[src/rtl/csel_add_pipe.sv]
// csel_add_pipe: pipelined carry-select adder/subtractor.
// The operand is split into NBLK = WIDTH/BLK blocks. Each pipeline stage
// resolves one block: both carry-in cases are precomputed and the carry
// registered by the previous stage selects between them. The whole pipe
// advances together under a single valid/ready handshake.
module csel_add_pipe #(
    parameter int WIDTH = 16,
    parameter int BLK   = 4
) (
    input  logic             clk,
    input  logic             rst,
    input  logic [WIDTH-1:0] a,
    input  logic [WIDTH-1:0] b,
    input  logic             cin,
    input  logic             sub,
    input  logic             in_valid,
    output logic             in_ready,
    output logic [WIDTH-1:0] sum,
    output logic             cout,
    output logic             ovf,
    output logic             out_valid,
    input  logic             out_ready
);

    localparam int NBLK = WIDTH / BLK;

    // Pipeline registers: operands are carried forward so upper slices
    // are always taken from a register, never from a multi-stage wire.
    logic [WIDTH-1:0] a_q      [NBLK];
    logic [WIDTH-1:0] bb_q     [NBLK];
    logic [WIDTH-1:0] sum_q    [NBLK];
    logic [NBLK-1:0]  carry_q;
    logic [NBLK-1:0]  valid_q;
    logic             ovf_q;

    logic [WIDTH-1:0] a_d      [NBLK];
    logic [WIDTH-1:0] bb_d     [NBLK];
    logic [WIDTH-1:0] sum_d    [NBLK];
    logic [NBLK-1:0]  carry_d;
    logic [NBLK-1:0]  valid_d;
    logic             ovf_d;

    // Stage inputs and per-stage resolution results.
    logic [WIDTH-1:0] stg_a_s   [NBLK];
    logic [WIDTH-1:0] stg_bb_s  [NBLK];
    logic [WIDTH-1:0] stg_sum_s [NBLK];
    logic [NBLK-1:0]  stg_c_s;
    logic [BLK:0]     s0_s      [NBLK];
    logic [BLK:0]     s1_s      [NBLK];
    logic [WIDTH-1:0] res_sum_s [NBLK];
    logic [NBLK-1:0]  res_c_s;
    logic             res_ovf_s;
    logic             adv_s;

    // Whole pipe moves when the output slot is empty or being drained.
    assign adv_s    = out_ready | ~valid_q[NBLK-1];
    assign in_ready = adv_s;

    // Route stage inputs: stage 0 sees the (inverted for subtract) operands,
    // later stages see the registers of the stage below.
    always_comb begin
        stg_a_s[0]   = a;
        stg_bb_s[0]  = sub ? ~b : b;
        stg_c_s[0]   = sub ? ~cin : cin;
        stg_sum_s[0] = '0;
        for (int k = 1; k < NBLK; k++) begin
            stg_a_s[k]   = a_q[k-1];
            stg_bb_s[k]  = bb_q[k-1];
            stg_c_s[k]   = carry_q[k-1];
            stg_sum_s[k] = sum_q[k-1];
        end
    end

    // Carry-select resolution of block k in stage k.
    always_comb begin
        for (int k = 0; k < NBLK; k++) begin
            s0_s[k] = {1'b0, stg_a_s[k][k*BLK +: BLK]} + {1'b0, stg_bb_s[k][k*BLK +: BLK]};
            s1_s[k] = s0_s[k] + {{BLK{1'b0}}, 1'b1};
            res_sum_s[k] = stg_sum_s[k];
            if (stg_c_s[k]) begin
                res_sum_s[k][k*BLK +: BLK] = s1_s[k][BLK-1:0];
                res_c_s[k]                 = s1_s[k][BLK];
            end else begin
                res_sum_s[k][k*BLK +: BLK] = s0_s[k][BLK-1:0];
                res_c_s[k]                 = s0_s[k][BLK];
            end
        end
        // Carry into the MSB is a^b^s at that bit; overflow is it XOR carry out.
        res_ovf_s = stg_a_s[NBLK-1][WIDTH-1] ^ stg_bb_s[NBLK-1][WIDTH-1]
                  ^ res_sum_s[NBLK-1][WIDTH-1] ^ res_c_s[NBLK-1];
    end

    // Next-state: shift every stage on advance, otherwise hold.
    always_comb begin
        a_d     = a_q;
        bb_d    = bb_q;
        sum_d   = sum_q;
        carry_d = carry_q;
        valid_d = valid_q;
        ovf_d   = ovf_q;
        if (adv_s) begin
            valid_d[0] = in_valid;
            if (in_valid) begin
                a_d[0]     = stg_a_s[0];
                bb_d[0]    = stg_bb_s[0];
                sum_d[0]   = res_sum_s[0];
                carry_d[0] = res_c_s[0];
            end else begin
                a_d[0]     = a_q[0];
                bb_d[0]    = bb_q[0];
                sum_d[0]   = sum_q[0];
                carry_d[0] = carry_q[0];
            end
            for (int k = 1; k < NBLK; k++) begin
                valid_d[k] = valid_q[k-1];
                a_d[k]     = stg_a_s[k];
                bb_d[k]    = stg_bb_s[k];
                sum_d[k]   = res_sum_s[k];
                carry_d[k] = res_c_s[k];
            end
            ovf_d = res_ovf_s;
        end else begin
            valid_d = valid_q;
            ovf_d   = ovf_q;
        end
    end

    // State registers with synchronous reset that discards in-flight work.
    always_ff @(posedge clk) begin
        if (rst) begin
            for (int k = 0; k < NBLK; k++) begin
                a_q[k]   <= '0;
                bb_q[k]  <= '0;
                sum_q[k] <= '0;
            end
            carry_q <= '0;
            valid_q <= '0;
            ovf_q   <= 1'b0;
        end else begin
            a_q     <= a_d;
            bb_q    <= bb_d;
            sum_q   <= sum_d;
            carry_q <= carry_d;
            valid_q <= valid_d;
            ovf_q   <= ovf_d;
        end
    end

    assign sum       = sum_q[NBLK-1];
    assign cout      = carry_q[NBLK-1];
    assign ovf       = ovf_q;
    assign out_valid = valid_q[NBLK-1];

endmodule
[config.mk]
export PLATFORM = sky130hd
export DESIGN_NAME = csel_add_pipe
export DESIGN_NICKNAME = d
export VERILOG_FILES = /design/src/rtl/csel_add_pipe.sv
export SDC_FILE = /design/constraint.sdc
export NUM_CORES = 1
export LEC_CHECK = 0
export BUFFER_PORTS_ARGS = -buffer_cell sky130_fd_sc_hd__buf_2
export CAP_MARGIN = 10
export CORE_UTILIZATION = 50
export CTS_BUF_LIST = sky130_fd_sc_hd__clkbuf_2 sky130_fd_sc_hd__clkbuf_4 sky130_fd_sc_hd__clkbuf_8
export DETAILED_ROUTE_END_ITERATION = 8
export GPL_TIMING_DRIVEN = 0
export HOLD_SLACK_MARGIN = 0.06
export PLACE_DENSITY_LB_ADDON = 0.3
export SETUP_SLACK_MARGIN = 0.3
export SKIP_CTS_REPAIR_TIMING = 1
export SYNTH_ARGS = -nofsm -noshare
export SYNTH_HDL_FRONTEND = slang
export SYNTH_SLANG_ARGS = --single-unit
[constraint.sdc]
create_clock -name clk -period 2.7 [get_ports clk]
set_clock_uncertainty 0.1 [all_clocks]
set_input_delay 0.405 -clock clk [delete_from_list [all_inputs] [get_ports clk]]
set_output_delay 0.405 -clock clk [all_outputs]
set_load 0.05 [all_outputs]
# Yosys cells after proc, flatten, opt, wreduce, memory -nomap -nowiden

Cells that the tools add are included.

Bitwise gates (word level): 7
Multiplexer cells: 10
Reduce and logical (&&, ||, !) cells: 1
$add $sub $neg: 8

Operator list:

| cell                                                           | count |
|---|---|
| 4-bit by 4-bit adder with 5-bit output                         | 4 |
| 5-bit by 1-bit adder with 5-bit output (second input constant) | 4 |
| 16-bit 2-to-1 mux                                              | 1 |
| 4-bit 2-to-1 mux                                               | 4 |
| 16-bit NOT                                                     | 1 |
| 1-bit 2-to-1 mux                                               | 5 |
| 1-bit bitwise XOR                                              | 3 |
| 1-bit NOT                                                      | 2 |
| 2-bit AND reduction                                            | 1 |
| 1-bit OR                                                       | 1 |

Output and inout bits: 20
Word-level logic and storage cells: 40
Input bits: 38
Register bits after elaboration: 145

# Depth between registers and ports, before layout

Depth in word-level cells: 5
Gate-level depth with buffers: 11

# Least setup slack after synthesis

Ideal clock, no wire load.

Path type: input port to flip-flop
Start: in sub
End: reg carry_q[0]
Stages: 11
Slack: -0.033 ns
Buffers on the path: 2
Library setup time: 0.062 ns
Data arrival time: 2.571 ns
Cell sequence: buf_2 -> buf_2 -> xor2_1 -> ha_1 -> inv_1 -> fa_1 -> inv_1 -> ha_1 -> nand2b_1 -> or4_1 -> nand3_1

Word-level cells in the longest chain between the ends: 4

Ends and longest elaborated chain:

| item                                   | RTL line | text |
|---|---|---|
| from (decl)                            | 15       | `input logic sub,` |
| 16-bit 2-to-1 mux                      | 63       | `stg_bb_s[0] = sub ? ~b : b;` |
| 4-bit by 4-bit adder with 5-bit output | 77       | `s0_s[k] = {1'b0, stg_a_s[k][k*BLK +: BLK]} + {1'b0, stg_bb_s[k][k*BLK +: BLK]};` |
| 5-bit by 1-bit adder with 5-bit output | 78       | `s1_s[k] = s0_s[k] + {{BLK{1'b0}}, 1'b1};` |
| 1-bit 2-to-1 mux (*)                   | 80       | `if (stg_c_s[k]) begin` |
| to (signal assigned)                   | 143      | `carry_q <= carry_d;` |
| to (decl)                              | 32       | `logic [NBLK-1:0] carry_q;` |

Every way passes the cells marked *; elsewhere a longest branch is shown, timed or not.
A chain may end at the register's enable or synchronous reset.

# Final worst setup path

Start: reg bb_q[28] (netlist bit)
End: reg carry_q[3]

Word-level cells in the longest chain between the ends: 3

Ends and longest elaborated chain:

| item                                       | RTL line | text |
|---|---|---|
| from (decl)                                | 30       | `logic [WIDTH-1:0] bb_q [NBLK];` |
| from (signal, indexed assignment)          | 133      | `bb_q[k] <= '0;` |
| from (signal assigned)                     | 141      | `bb_q <= bb_d;` |
| 4-bit by 4-bit adder with 5-bit output (*) | 77       |  |
| 5-bit by 1-bit adder with 5-bit output     | 78       |  |
| 1-bit 2-to-1 mux (*)                       | 80       |  |

Marked as above.

==> run summary <==
The pin count of the biggest net entering global routing came out at 18. Dividing the detail-routed via count by the number of cells gives 5.178. The first detailed-routing pass ran for 5 iterations. The number of sinks driven by the clock tree came out at 97.

The number of antenna diodes in the final layout is 0. The critical path start-end classification is reg -> reg. The first global-routing pass estimated around 15000 um of wire. The number of clock buffers inserted by TritonCTS is 9. The final max-slew violation count came out at 0. The H-tree depth is 3. In the synthesized netlist the async set-or-reset flop fraction comes to 0%.

The net count of the mapped netlist is 581. The number of flops mapped to enable cells by yosys is 0. After synthesis the cells add up to about 4300 um2. For this run, the post-layout net count is roughly 650.

The total I/O pin count came out at between 50 and 60. At the worst endpoint, the arrival time is around 2.5 ns. Once the floorplan was initialized, standard cells occupied a little over half of the core. The minimum period implied by the final worst setup slack is between 2 and 2.5 ns. The tool flagged a number of max-cap violations equal to 0. The number of distinct library cells after synthesis is 36.

The total global routing overflow is 0. The count of buffers inserted at the top-level ports came out at 56. The post-layout utilization of the core is 60.65%.

STA classifies the critical path endpoint as a flop. The iteration-0 DRC count of the detailed router came out at about 180. The portion of the post-synthesis area used by sequential elements is 44.74%.

The root buffer cell chosen for the clock tree is clkbuf_8. The worst vdd rail ir drop is roughly 0.00029 V. The signed area change from the synthesized netlist to the final layout is 15.97%.

The design draws roughly 0.0029 W. The path class of the tightest hold or removal check is in -> reg. The clock passes through at most 2 buffers. The setup slack after layout came out at 0.3703 ns. The area of the die is approximately 9000 um2. The region available for standard cell placement spans 8299 um2. For this design the static power due to leakage is just over 2 nW. Across all layers, the routed design uses approximately 3600 vias. The most frequently used flop master after synthesis is dfxtp_1. The number of hold violations in the final report came out at 0. Setup repair after global routing could not meet its margin everywhere. The latest clock arrival within the worst-skew pair came out at 0.36 ns.

The detailed-route wire length per cell came out at about 13 um. In the final layout, flip-flops and latches occupy approximately 1900 um2. The average footprint of a synthesized cell came out at roughly 8.4 um2. The placement row count is 33. The synthesis-stage register bit count came out at a little under 100. The internal reg-to-reg setup slack is between 0.3 and 0.4 ns. The post-route clock period utilization is between 80% and 90%. The initial antenna violation count is 0. The total power density per cell area is 567.5 nW/um2.

In the final layout, the multi-input gates occupy roughly 2300 um2. The number of global-route vias before repair is 3275. The pin slew with the least headroom to its limit came out at around 0.6 ns. For this run, design rule violations remaining after detail routing come to 0. Setup violations remaining at the end of the flow were counted as 0. The run finished with clean final reports. The aggregate global-route resource usage came out at between 20% and 30%. Before CTS, the worst setup slack after placement is between 0.05 and 0.06 ns. The endpoint required time on the critical path came out at approximately 2.9 ns.

The synthesized netlist cell count came out at about 520. Counting the fill cells in the layout gives 741. The detailed placer's ending HPWL came out at roughly 7000 um.

The share of final-layout standard cells stronger than drive strength 1 is between 10% and 20%. The overall die width came out at between 90 and 100 um. Measured against its own limit, the worst slew margin works out to between 60% and 70%. The remaining number of nets flagged by the antenna check after routing is 0. The total length of routed wires came out at between 9000 and 10000 um. The maximum fanout count along the critical path came out at 3. The final weighted congestion of routability-driven global placement came out at between 0.8 and 0.9. During synthesis, Yosys emitted a total of 0 warnings. The clock input transition at the sequential cells of the worst setup and hold paths is about 0.1 ns.

TritonCTS built the clock tree. The maximum clock rate came out at about 430 MHz. The critical path launch point type is a flop. The height of the die is ~95 um. Setup total negative slack on the finished layout was measured at 0 ns.
[metal layers]
metal	share of wire (%)	global-route usage (%)
met3	4.6	4.785
met4	0.83	4.798
met5	0	0
met1	46	28.05
met2	49	37.56
[placed cells by master (no fill, tap or decap), types with 4 or more instances in the layout]
master,count
buf_2,57
nor2_1,28
nand3b_1,4
buf_1,5
a21o_1,7
a21oi_1,76
ha_1,17
a211oi_1,25
xnor2_1,24
inv_1,7
xor2_1,14
clkbuf_1,22
dfxtp_1,95
fa_1,4
nand3_1,5
clkbuf_8,9
nand2_1,140
[registers in the layout, summed over array words and instances (netlist names)]
name       flops
a_q           24
res_sum_s     24
sum           16
bb_q          24
ovf            1
valid_q        4
carry_q        4
[kinds of logic after synthesis]
kind of cell / share of synthesized area, %
and+or+nand+nor: 18.82
AOI/OAI and AO/OA: 16.32
DFF: 44.74
buffers and inverters: 3.949
xor gates and xnor gates: 7.870
adders and majority gates: 7.610
muxes: 0.6919
[where the power goes]
part / switching (W) / total, W / leakage [nW] / internal (W)
Combinational: 0.000245 / 0.000422 / 1.19 / 0.000177
Sequential: 0.0000498 / 0.00156 / 0.795 / 0.00151
Clock: 0.000525 / 0.000870 / 0.0842 / 0.000345
Total: 0.000821 / 0.00286 / 2.07 / 0.00204
[cell type report]
class,count,area share (%)
Multi-Input combinational cell,380,45.54
Sequential cell,97,38.63
Timing Repair Buffer,57,5.767
Buffer,34,3.331
Tap cell,105,2.610
Clock buffer,9,2.461
Clock inverter,6,1.044
Inverter,8,0.6214
[cells in the mapped netlist, types with 5 or more instances]
cell type	n	area, um2
xnor2_1	25	219.0
nand3_1	5	25.02
a211oi_1	25	187.7
dfxtp_1	97	1942
inv_1	7	26.28
ha_1	20	250.2
buf_1	6	22.52
nand2_1	141	529.3
xor2_1	14	122.6
nor2_1	28	105.1
a21oi_1	78	390.4
a21o_1	7	52.55
clkbuf_1	23	86.33
[worst max-delay path, cell delays in order, from the launching register on]
cell and delay (ns):
dfxtp_2 0.34, ha_2 0.18, fa_1 0.51, a21oi_1 0.19, nand4_1 0.14, a2111oi_2 0.42
a21oi_1 0.11, a211oi_1 0.25
[per-stage QoR]
step                std cells  hold WS, ns  instance area (um2)
finish                    696       0.1753                 5034
global placement          680       0.3357                 4780
global route              696       0.1704                 5034
floorplan                 519       0.3321                 4368
CTS                       695       0.1732                 4956
detailed placement        680       0.3430                 4780
[path summary, 6_finish.rpt]
path	startpoint	endpoint	depth (start not counted)
worst max register to register	bb_q[28]$_SDFFE_PP0N_	carry_q[3]$_SDFFE_PP0N_	7
worst max-delay path	bb_q[28]$_SDFFE_PP0N_	carry_q[3]$_SDFFE_PP0N_	7
worst min register to register	sum[1]$_SDFFE_PP0N_	sum[1]$_SDFFE_PP0N_	2
worst min-delay path	a[12]	a_q[60]$_SDFFE_PP0P_	3
(Power assumes the default switching activity.)
